===== src/rtl/dmem_ctrl.sv =====
// Data-memory controller: IDLE/BUSY/DONE handshake, store lane steering and load extension.
// Define DMEM_TIMEOUT_EN to abort a BUSY wait after TIMEOUT_CYCLES with a bus_err pulse.
module dmem_ctrl #(
    parameter int unsigned TIMEOUT_CYCLES = 16
) (
    input  logic        clk,
    input  logic        reset,
    input  logic [31:0] address,
    input  logic [31:0] writeData,
    input  logic        memRead,
    input  logic        memWrite,
    input  logic [2:0]  func3,
    output logic [31:0] memOut,
    output logic        stall,
    output logic        misalign,
    output logic        bus_err,
    output logic        mem_req,
    output logic        mem_we,
    output logic [29:0] mem_addr,
    output logic [31:0] mem_wdata,
    output logic [3:0]  mem_be,
    input  logic [31:0] mem_rdata,
    input  logic        mem_ack
);

    localparam int unsigned DW = 32;
    localparam int unsigned AW = 30;

    typedef enum logic [1:0] {IDLE, BUSY, DONE} state_t;
    typedef enum logic [1:0] {SZ_BYTE, SZ_HALF, SZ_WORD} size_t;

    state_t          state_q, state_d;
    logic [AW-1:0]   addr_q, addr_d;
    logic [1:0]      lane_q, lane_d;
    logic [DW-1:0]   wdata_q, wdata_d;
    logic [3:0]      be_q, be_d;
    logic [2:0]      func3_q, func3_d;
    logic            we_q, we_d;
    logic [DW-1:0]   memout_q, memout_d;
    logic            misalign_q, misalign_d;
    logic            buserr_q, buserr_d;

    logic            req;
    size_t           size;
    logic            mis;
    logic [3:0]      be_new;
    logic [DW-1:0]   wdata_new;
    logic            timeout;

    // Lane select and sign/zero extension of the returned word.
    function automatic logic [DW-1:0] load_ext(input logic [DW-1:0] rd, input logic [1:0] lane,
                                               input logic [2:0] f3);
        logic [7:0]  b;
        logic [15:0] h;
        b = rd[{lane, 3'b000} +: 8];
        h = lane[1] ? rd[31:16] : rd[15:0];
        case (f3)
            3'b000:  return {{24{b[7]}}, b};
            3'b100:  return {24'h0, b};
            3'b001:  return {{16{h[15]}}, h};
            3'b101:  return {16'h0, h};
            default: return rd;
        endcase
    endfunction

    // Request decode: access size, alignment and store lane steering.
    always_comb begin
        req = memRead | memWrite;
        case (func3)
            3'b000, 3'b100: size = SZ_BYTE;
            3'b001, 3'b101: size = SZ_HALF;
            default:        size = SZ_WORD;
        endcase
        mis = ((size == SZ_HALF) && address[0]) ||
              ((size == SZ_WORD) && (address[1:0] != 2'b00));
        case (size)
            SZ_BYTE: begin
                be_new    = 4'b0001 << address[1:0];
                wdata_new = {4{writeData[7:0]}};
            end
            SZ_HALF: begin
                be_new    = 4'b0011 << {address[1], 1'b0};
                wdata_new = {2{writeData[15:0]}};
            end
            default: begin
                be_new    = 4'b1111;
                wdata_new = writeData;
            end
        endcase
    end

`ifdef DMEM_TIMEOUT_EN
    localparam int unsigned CNT_W = $clog2(TIMEOUT_CYCLES + 1);
    logic [CNT_W-1:0] cnt_q, cnt_d;

    // Counts BUSY cycles without ack; zero whenever not waiting.
    always_comb begin
        cnt_d   = '0;
        timeout = 1'b0;
        if (state_q == BUSY && !mem_ack) begin
            cnt_d   = cnt_q + CNT_W'(1);
            timeout = (cnt_d == CNT_W'(TIMEOUT_CYCLES));
        end
    end

    always_ff @(posedge clk or negedge reset) begin
        if (!reset) cnt_q <= '0;
        else        cnt_q <= cnt_d;
    end
`else
    logic unused_timeout_cfg;
    assign timeout            = 1'b0;
    assign unused_timeout_cfg = ^TIMEOUT_CYCLES;
`endif

    // Next-state and latch logic; misalign/bus_err default low so they pulse only in DONE.
    always_comb begin
        state_d    = state_q;
        addr_d     = addr_q;
        lane_d     = lane_q;
        wdata_d    = wdata_q;
        be_d       = be_q;
        func3_d    = func3_q;
        we_d       = we_q;
        memout_d   = memout_q;
        misalign_d = 1'b0;
        buserr_d   = 1'b0;
        stall      = 1'b0;
        case (state_q)
            IDLE: begin
                stall = req;
                if (req) begin
                    addr_d  = address[31:2];
                    lane_d  = address[1:0];
                    wdata_d = wdata_new;
                    be_d    = memWrite ? be_new : 4'b1111;
                    func3_d = func3;
                    we_d    = memWrite;
                    if (mis) begin
                        state_d    = DONE;
                        misalign_d = 1'b1;
                        memout_d   = '0;
                    end else begin
                        state_d = BUSY;
                    end
                end
            end
            BUSY: begin
                stall = 1'b1;
                if (mem_ack) begin
                    state_d  = DONE;
                    memout_d = we_q ? '0 : load_ext(mem_rdata, lane_q, func3_q);
                end else if (timeout) begin
                    state_d  = DONE;
                    buserr_d = 1'b1;
                    memout_d = '0;
                end
            end
            DONE:    state_d = IDLE;
            default: state_d = IDLE;
        endcase
    end

    always_ff @(posedge clk or negedge reset) begin
        if (!reset) state_q <= IDLE;
        else        state_q <= state_d;
    end

    always_ff @(posedge clk or negedge reset) begin
        if (!reset) begin
            addr_q     <= '0;
            lane_q     <= '0;
            wdata_q    <= '0;
            be_q       <= '0;
            func3_q    <= '0;
            we_q       <= 1'b0;
            memout_q   <= '0;
            misalign_q <= 1'b0;
            buserr_q   <= 1'b0;
        end else begin
            addr_q     <= addr_d;
            lane_q     <= lane_d;
            wdata_q    <= wdata_d;
            be_q       <= be_d;
            func3_q    <= func3_d;
            we_q       <= we_d;
            memout_q   <= memout_d;
            misalign_q <= misalign_d;
            buserr_q   <= buserr_d;
        end
    end

    // mem_req follows the state flop so an async reset drops it immediately.
    assign mem_req   = (state_q == BUSY);
    assign mem_we    = we_q;
    assign mem_addr  = addr_q;
    assign mem_wdata = wdata_q;
    assign mem_be    = be_q;
    assign memOut    = memout_q;
    assign misalign  = misalign_q;
    assign bus_err   = buserr_q;

endmodule


===== config.mk =====
export PLATFORM = sky130hd
export DESIGN_NAME = dmem_ctrl
export DESIGN_NICKNAME = d
export VERILOG_FILES = /design/src/rtl/dmem_ctrl.sv
export SDC_FILE = /design/constraint.sdc
export NUM_CORES = 1
export LEC_CHECK = 0
export ABC_AREA = 1
export CAP_MARGIN = 20
export CELL_PAD_IN_SITES_DETAIL_PLACEMENT = 1
export CELL_PAD_IN_SITES_GLOBAL_PLACEMENT = 2
export CORE_ASPECT_RATIO = 0.8
export CORE_UTILIZATION = 23
export CTS_CLUSTER_DIAMETER = 150
export DETAILED_ROUTE_END_ITERATION = 16
export GPL_TIMING_DRIVEN = 0
export PLACE_DENSITY_LB_ADDON = 0.1
export SLEW_MARGIN = 10
export SYNTH_ARGS = -nofsm -noshare
export SYNTH_HDL_FRONTEND = slang
export SYNTH_SLANG_ARGS = --single-unit

===== constraint.sdc =====
create_clock -name clk -period 1.82 [get_ports clk]
set_clock_uncertainty 0.15 [all_clocks]
set_input_delay 0.455 -clock clk [delete_from_list [all_inputs] [get_ports clk]]
set_output_delay 0.455 -clock clk [all_outputs]
set_load 0.005 [all_outputs]

Word-level counts from Yosys, hierarchy flattened
Cells that the tools add are included.

storage, ports and cells
  bits in registers = 107
  bits of input ports = 104
  logic and storage cells = 58
  output and inout bits = 103

cells by class
  bitwise gates (word level) = 1
  equality and inequality tests = 12
  mux-type cells = 19
  shift operators = 3
  reductions and logical operators = 14

operators by type and width
  kind                                              count
  two-way mux 32 bit                                4
  one-hot mux 32 bit (2 select lines)               2
  one-hot mux 32 bit (4 select lines)               1
  variable part select 32 x 6 -> 8 bit              1
  two-way mux 16 bit                                1
  == test 3 bit (second input constant)             4
  one-hot mux 2 bit (2 select lines)                2
  one-hot mux 4 bit (2 select lines)                1
  == test 3 x 1 -> 1 bit (second input constant)    2
  zero test 3 bit                                   2
  two-way mux 2 bit                                 3
  == test 2 x 1 -> 1 bit (second input constant)    2
  zero test 2 bit                                   2
  two-way mux 4 bit                                 1
  != test 2 bit (second input constant)             2
  AND reduction 2 bit                               2
  AND reduction 4 bit                               1
  nonzero test 2 bit                                2
  OR reduction 2 bit                                2
  left shift 1 x 2 -> 4 bit (first input constant)  1
  left shift 2 x 2 -> 4 bit (first input constant)  1
  two-way mux 1 bit                                 3
  == test 2 bit (second input constant)             1
  logical AND 1 bit                                 2
  other kinds (4)                                   4

Depth between registers and ports, before layout
  depth in word-level cells = 9
  gate-level depth with buffers = 9
  mapped depth without buffers = 9

Least setup slack after synthesis
Ideal clock, no wire load.

  path kind = input to register
  from = input port func3[1]
  to = register wdata_q[15], in the netlist mem_wdata[15]
  buffers on the path = 2
  arrival time = 1.223 ns
  setup slack = 0.320 ns
  stages on the path = 7
  setup time = 0.128 ns
  data required time = 1.542 ns
  cells stage by stage = buf_4 -> clkinv_1 -> buf_2 -> nand3_1 -> nand2_1 -> a21oi_1 -> o21ai_0

between the ends
  cells in the longest elaborated chain, start to end = 5
  elaborated cells on any way between the ends = 10
  classes of those cells = eq/ne: 4; mux: 2; reduce/logical: 4

ends and longest elaborated chain
  element                                                           line  text
  start, declared                                                   12    input logic [2:0] func3,
  == test 3 x 1 -> 1 bit (tied with other cells)                    69    case (func3)
  OR reduction 2 bit                                                69
  one-hot mux 2 bit (2 select lines) *                              69
  == test 2 x 1 -> 1 bit / zero test 2 bit (equally long branches)  76    case (size)
  one-hot mux 32 bit (2 select lines) *                             76
  end signal, assigned                                              183   wdata_q <= wdata_d;
  end, declared                                                     35    logic [DW-1:0] wdata_q, wdata_d;

Mark *: on every way between the ends. The rest lies on a longest branch, timed or not.
A chain may end at the register's enable or synchronous reset.

Worst setup path after layout
  from = register state_q[0]
  to = output port stall

between the ends
  cells in the longest elaborated chain, start to end = 2
  elaborated cells on any way between the ends = 3
  classes of those cells = eq/ne: 1; mux: 1; reduce/logical: 1

ends and longest elaborated chain
  element                                                           line  text
  start, declared                                                   32    state_t state_q, state_d;
  start signal, assigned                                            166   else state_q <= state_d;
  == test 2 x 1 -> 1 bit / zero test 2 bit (equally long branches)  129   case (state_q)
  one-hot mux 1 bit (2 select lines) *                              129
  end, declared                                                     14    output logic stall,

Marks and branches as above.

==> impl_metrics.env <==
export IMPL_status="finished, violations left"
export IMPL_violations="negative setup slack"
export IMPL_slowest_delay_ps=410
export IMPL_boundaryPins=207
export IMPL_setup_viol_count_final=1
export IMPL_grt_antenna_before_repair=2
export IMPL_ant_nets=0
export IMPL_gp_congestion=0.812
export IMPL_start_kind="flip-flop"
export IMPL_wl_mm=20.5
export IMPL_drv_slew=0
export IMPL_drt_iter0_drc=279
export IMPL_cts_root_buf="clkbuf_16"
export IMPL_place_ws_ps=-679
export IMPL_rsz0062_at_grt="yes"
export IMPL_r2r_start="state_q[0]"
export IMPL_synth_area_mm2=0.00514
export IMPL_grtUsageTotal_pct=18.3
export IMPL_area_growth_pct=58.2
export IMPL_fmax_ghz=0.533
export IMPL_vias_per_cell=4.30
export IMPL_max_vdd_ir_drop_v=0.000519
export IMPL_crit_path_cell_trace="buf_6, nor2_4, o21ai_2, nand2_2, buf_6"
export IMPL_routedWlPerCell_um=16.4
export IMPL_drc=0
export IMPL_synthCells=696
export IMPL_drv_cap=0
export IMPL_path_clk_slew_ps=70
export IMPL_ys_ff_latch=107
export IMPL_r2r_slack_ps=90
export IMPL_yosysUniqueCellTypes=25
export IMPL_hold_path_end="mem_be[2]"
export IMPL_avgSynthCellArea_um2=7.38
export IMPL_final_nets=1045
export IMPL_rr_endpoint="mem_wdata[22]"
export IMPL_overflow=0
export IMPL_fin_cells=1247
export IMPL_worstSetupPathType="reg2out"
export IMPL_min_period_ps=1870
export IMPL_numCtsBuffers=9
export IMPL_grt_start_max_net_pins=73
export IMPL_cts_sinks=107
export IMPL_seq_area_frac_synth_pct=52.1
export IMPL_seq_area_mm2=0.00268
export IMPL_cts_htree_levels=3
export IMPL_setup_slack_ps=-54.7
export IMPL_cp_data_arrival_time_ps=1270
export IMPL_cpMaxStageDelayCell="dfrtp_1"
export IMPL_drt_first_pass_iters=4
export IMPL_hold_class="in2reg"
export IMPL_multi_input_area_mm2=0.00224
export IMPL_fp_dieH_um=136
export IMPL_cts_tree="done"
export IMPL_fill_cells=2704
export IMPL_vias=5360
export IMPL_path_buf_inv=2
export IMPL_required_ps=1210
export IMPL_final_util_pct=37.4
export IMPL_min_path_cells=3
export IMPL_place_inst=1202
export IMPL_critPathMaxFanout=3
export IMPL_ff2ff_path_depth=8
export IMPL_drive_above_1_share_pct=11.2
export IMPL_rows=48
export IMPL_start_util_pct=23.6
export IMPL_worstSetupEndpointType="primary output"
export IMPL_hpwl_mm=15.8
export IMPL_yosys_warnings=0
export IMPL_grt_pass1_vias=5584
export IMPL_hold_viol_final=0
export IMPL_core_area_mm2=0.0217
export IMPL_die_w_um=169
export IMPL_whs_ps=326
export IMPL_cpLargestDelayFamily="flip-flops"
export IMPL_cts_path_max_buffers=2
export IMPL_cpMostUsedCell="buf_6"
export IMPL_port_buffers=205
export IMPL_grt_pass1_wl_mm=31.9
export IMPL_clk_latency_ps=360
export IMPL_die_area_mm2=0.0229
export IMPL_pwr_density_cell_mw_per_mm2=1530
export IMPL_hp_start="address[1]"
export IMPL_fin_crit_sh_pct=103
export IMPL_p_leak_nw=4.37
export IMPL_synth_fp_nets=800
==> where the power goes <==
| part | total, mW | internal [mW] | switching [mW] |
|---|---|---|---|
| Clock | 2.05 | 1.08 | 0.973 |
| Sequential | 4.11 | 3.45 | 0.656 |
| Combinational | 6.26 | 2.84 | 3.42 |
| Total | 12.4 | 7.37 | 5.05 |
==> flip-flops by register name, indices dropped and copies added (netlist names) <==
signal     count
func3_q        3
lane_q         2
memOut        32
mem_addr      30
mem_be         4
mem_wdata     32
mem_we         1
misalign       1
state_q        2
==> per-stage QoR <==
stage	area, um^2	TNS, ps	power, mW
finish	8130	-54.7	12.4
floorplan	5140	0	6.93
global placement	7560	-500790	10.4
global route	8120	-111	13.5
detailed placement	7590	-46160	10.6
CTS	7980	-73.6	12.4
==> area by class of cell <==
| type | instances | area share (%) |
|---|---|---|
| multi-input combinational | 528 | 27.6 |
| antenna | 2 | 0.0616 |
| sequential | 107 | 33.0 |
| clock buffer | 9 | 2.77 |
| timing repair buffer | 234 | 26.9 |
| clock inverter | 6 | 0.893 |
| tap | 300 | 4.62 |
| buffer | 34 | 2.86 |
| inverter | 27 | 1.28 |
==> worst max-delay path by stage <==
stage               cells after the start  slack, ps            end       start
finish                                  5        -50          stall  state_q[0]
global route                            5       -100          stall  state_q[0]
CTS                                     5        -70          stall  state_q[0]
detailed placement                      8       -680     memOut[21]    func3[1]
global placement                        1      -4280      memOut[0]       reset
floorplan                               7        320  mem_wdata[15]    func3[1]
==> worst register-to-register path, cell delays in order, from the launching register on <==
cell,delay (ps)
dfrtp_1,410
buf_6,130
nor2_4,100
o21ai_2,80
buf_4,150
clkbuf_4,200
buf_6,170
a21oi_2,140
a21oi_1,90
==> layer usage <==
metal / part of all wire, % / GRT usage, % / wire [um]
met1: 49 / 26.1 / 9990
met4: 1.1 / 4.60 / 231
met5: 0 / 0 / 0
met3: 6.8 / 4.73 / 1400
met2: 43 / 27.5 / 8860
==> layout by cell type (no fill, tap or decap), types with 3 or more instances in the layout <==
| master | n |
|---|---|
| nor2_4 | 3 |
| nand3b_1 | 3 |
| clkbuf_16 | 9 |
| dlygate4sd2_1 | 99 |
| inv_1 | 19 |
| nand4_1 | 9 |
| nor2_1 | 84 |
| a21oi_2 | 4 |
| o21a_1 | 7 |
| clkbuf_2 | 7 |
| o21ai_0 | 18 |
| dlymetal6s2s_1 | 5 |
| clkdlybuf4s50_1 | 98 |
| dfrtp_1 | 106 |
| a21oi_1 | 28 |
| buf_6 | 10 |
| nand2_2 | 3 |
| buf_4 | 34 |
| nand3_1 | 15 |
| buf_2 | 11 |
| nand2_1 | 335 |
| inv_2 | 7 |
| o21ai_1 | 9 |
==> cell families (layout without fill, tap and decap cells) <==
logic type	after synthesis	count (layout)	synth area share, %
other	1	3	0.0730
flip-flops	107	107	52.1
buffers and inverters	61	310	5.41
AND/OR/NAND/NOR	459	459	35.3
AO/OA/AOI/OAI	68	68	7.04
==> synth_stat cells <==
cell type | count | share of area (%)
a21oi_1 | 32 | 3.1
buf_1 | 1 | 0.073
buf_2 | 21 | 2.0
buf_4 | 6 | 0.88
clkbuf_1 | 6 | 0.44
clkinv_1 | 1 | 0.073
conb_1 | 1 | 0.073
dfrtp_1 | 107 | 52
inv_1 | 20 | 1.5
inv_2 | 6 | 0.44
nand2_1 | 336 | 25
nand2_2 | 3 | 0.37
nand2_4 | 1 | 0.22
nand3_1 | 16 | 1.6
nand3b_1 | 3 | 0.44
nand4_1 | 9 | 1.1
nand4_2 | 1 | 0.24
nor2_1 | 84 | 6.1
nor2_2 | 4 | 0.49
o21a_1 | 7 | 1.0
o21ai_0 | 18 | 1.8
o21ai_1 | 10 | 0.97
o21ai_2 | 1 | 0.17
or2_0 | 1 | 0.12
or2_1 | 1 | 0.12
==> timing repair <==
item,4_1_cts,5_1_grt
pin swaps,3,2
endpoints found under the setup margin,154,72
hold buffers,1,0
setup buffers,22,5
hold endpoints to repair,35,0
gates resized for setup,120,45
No activity file was read; power rests on OpenSTA's default activity.
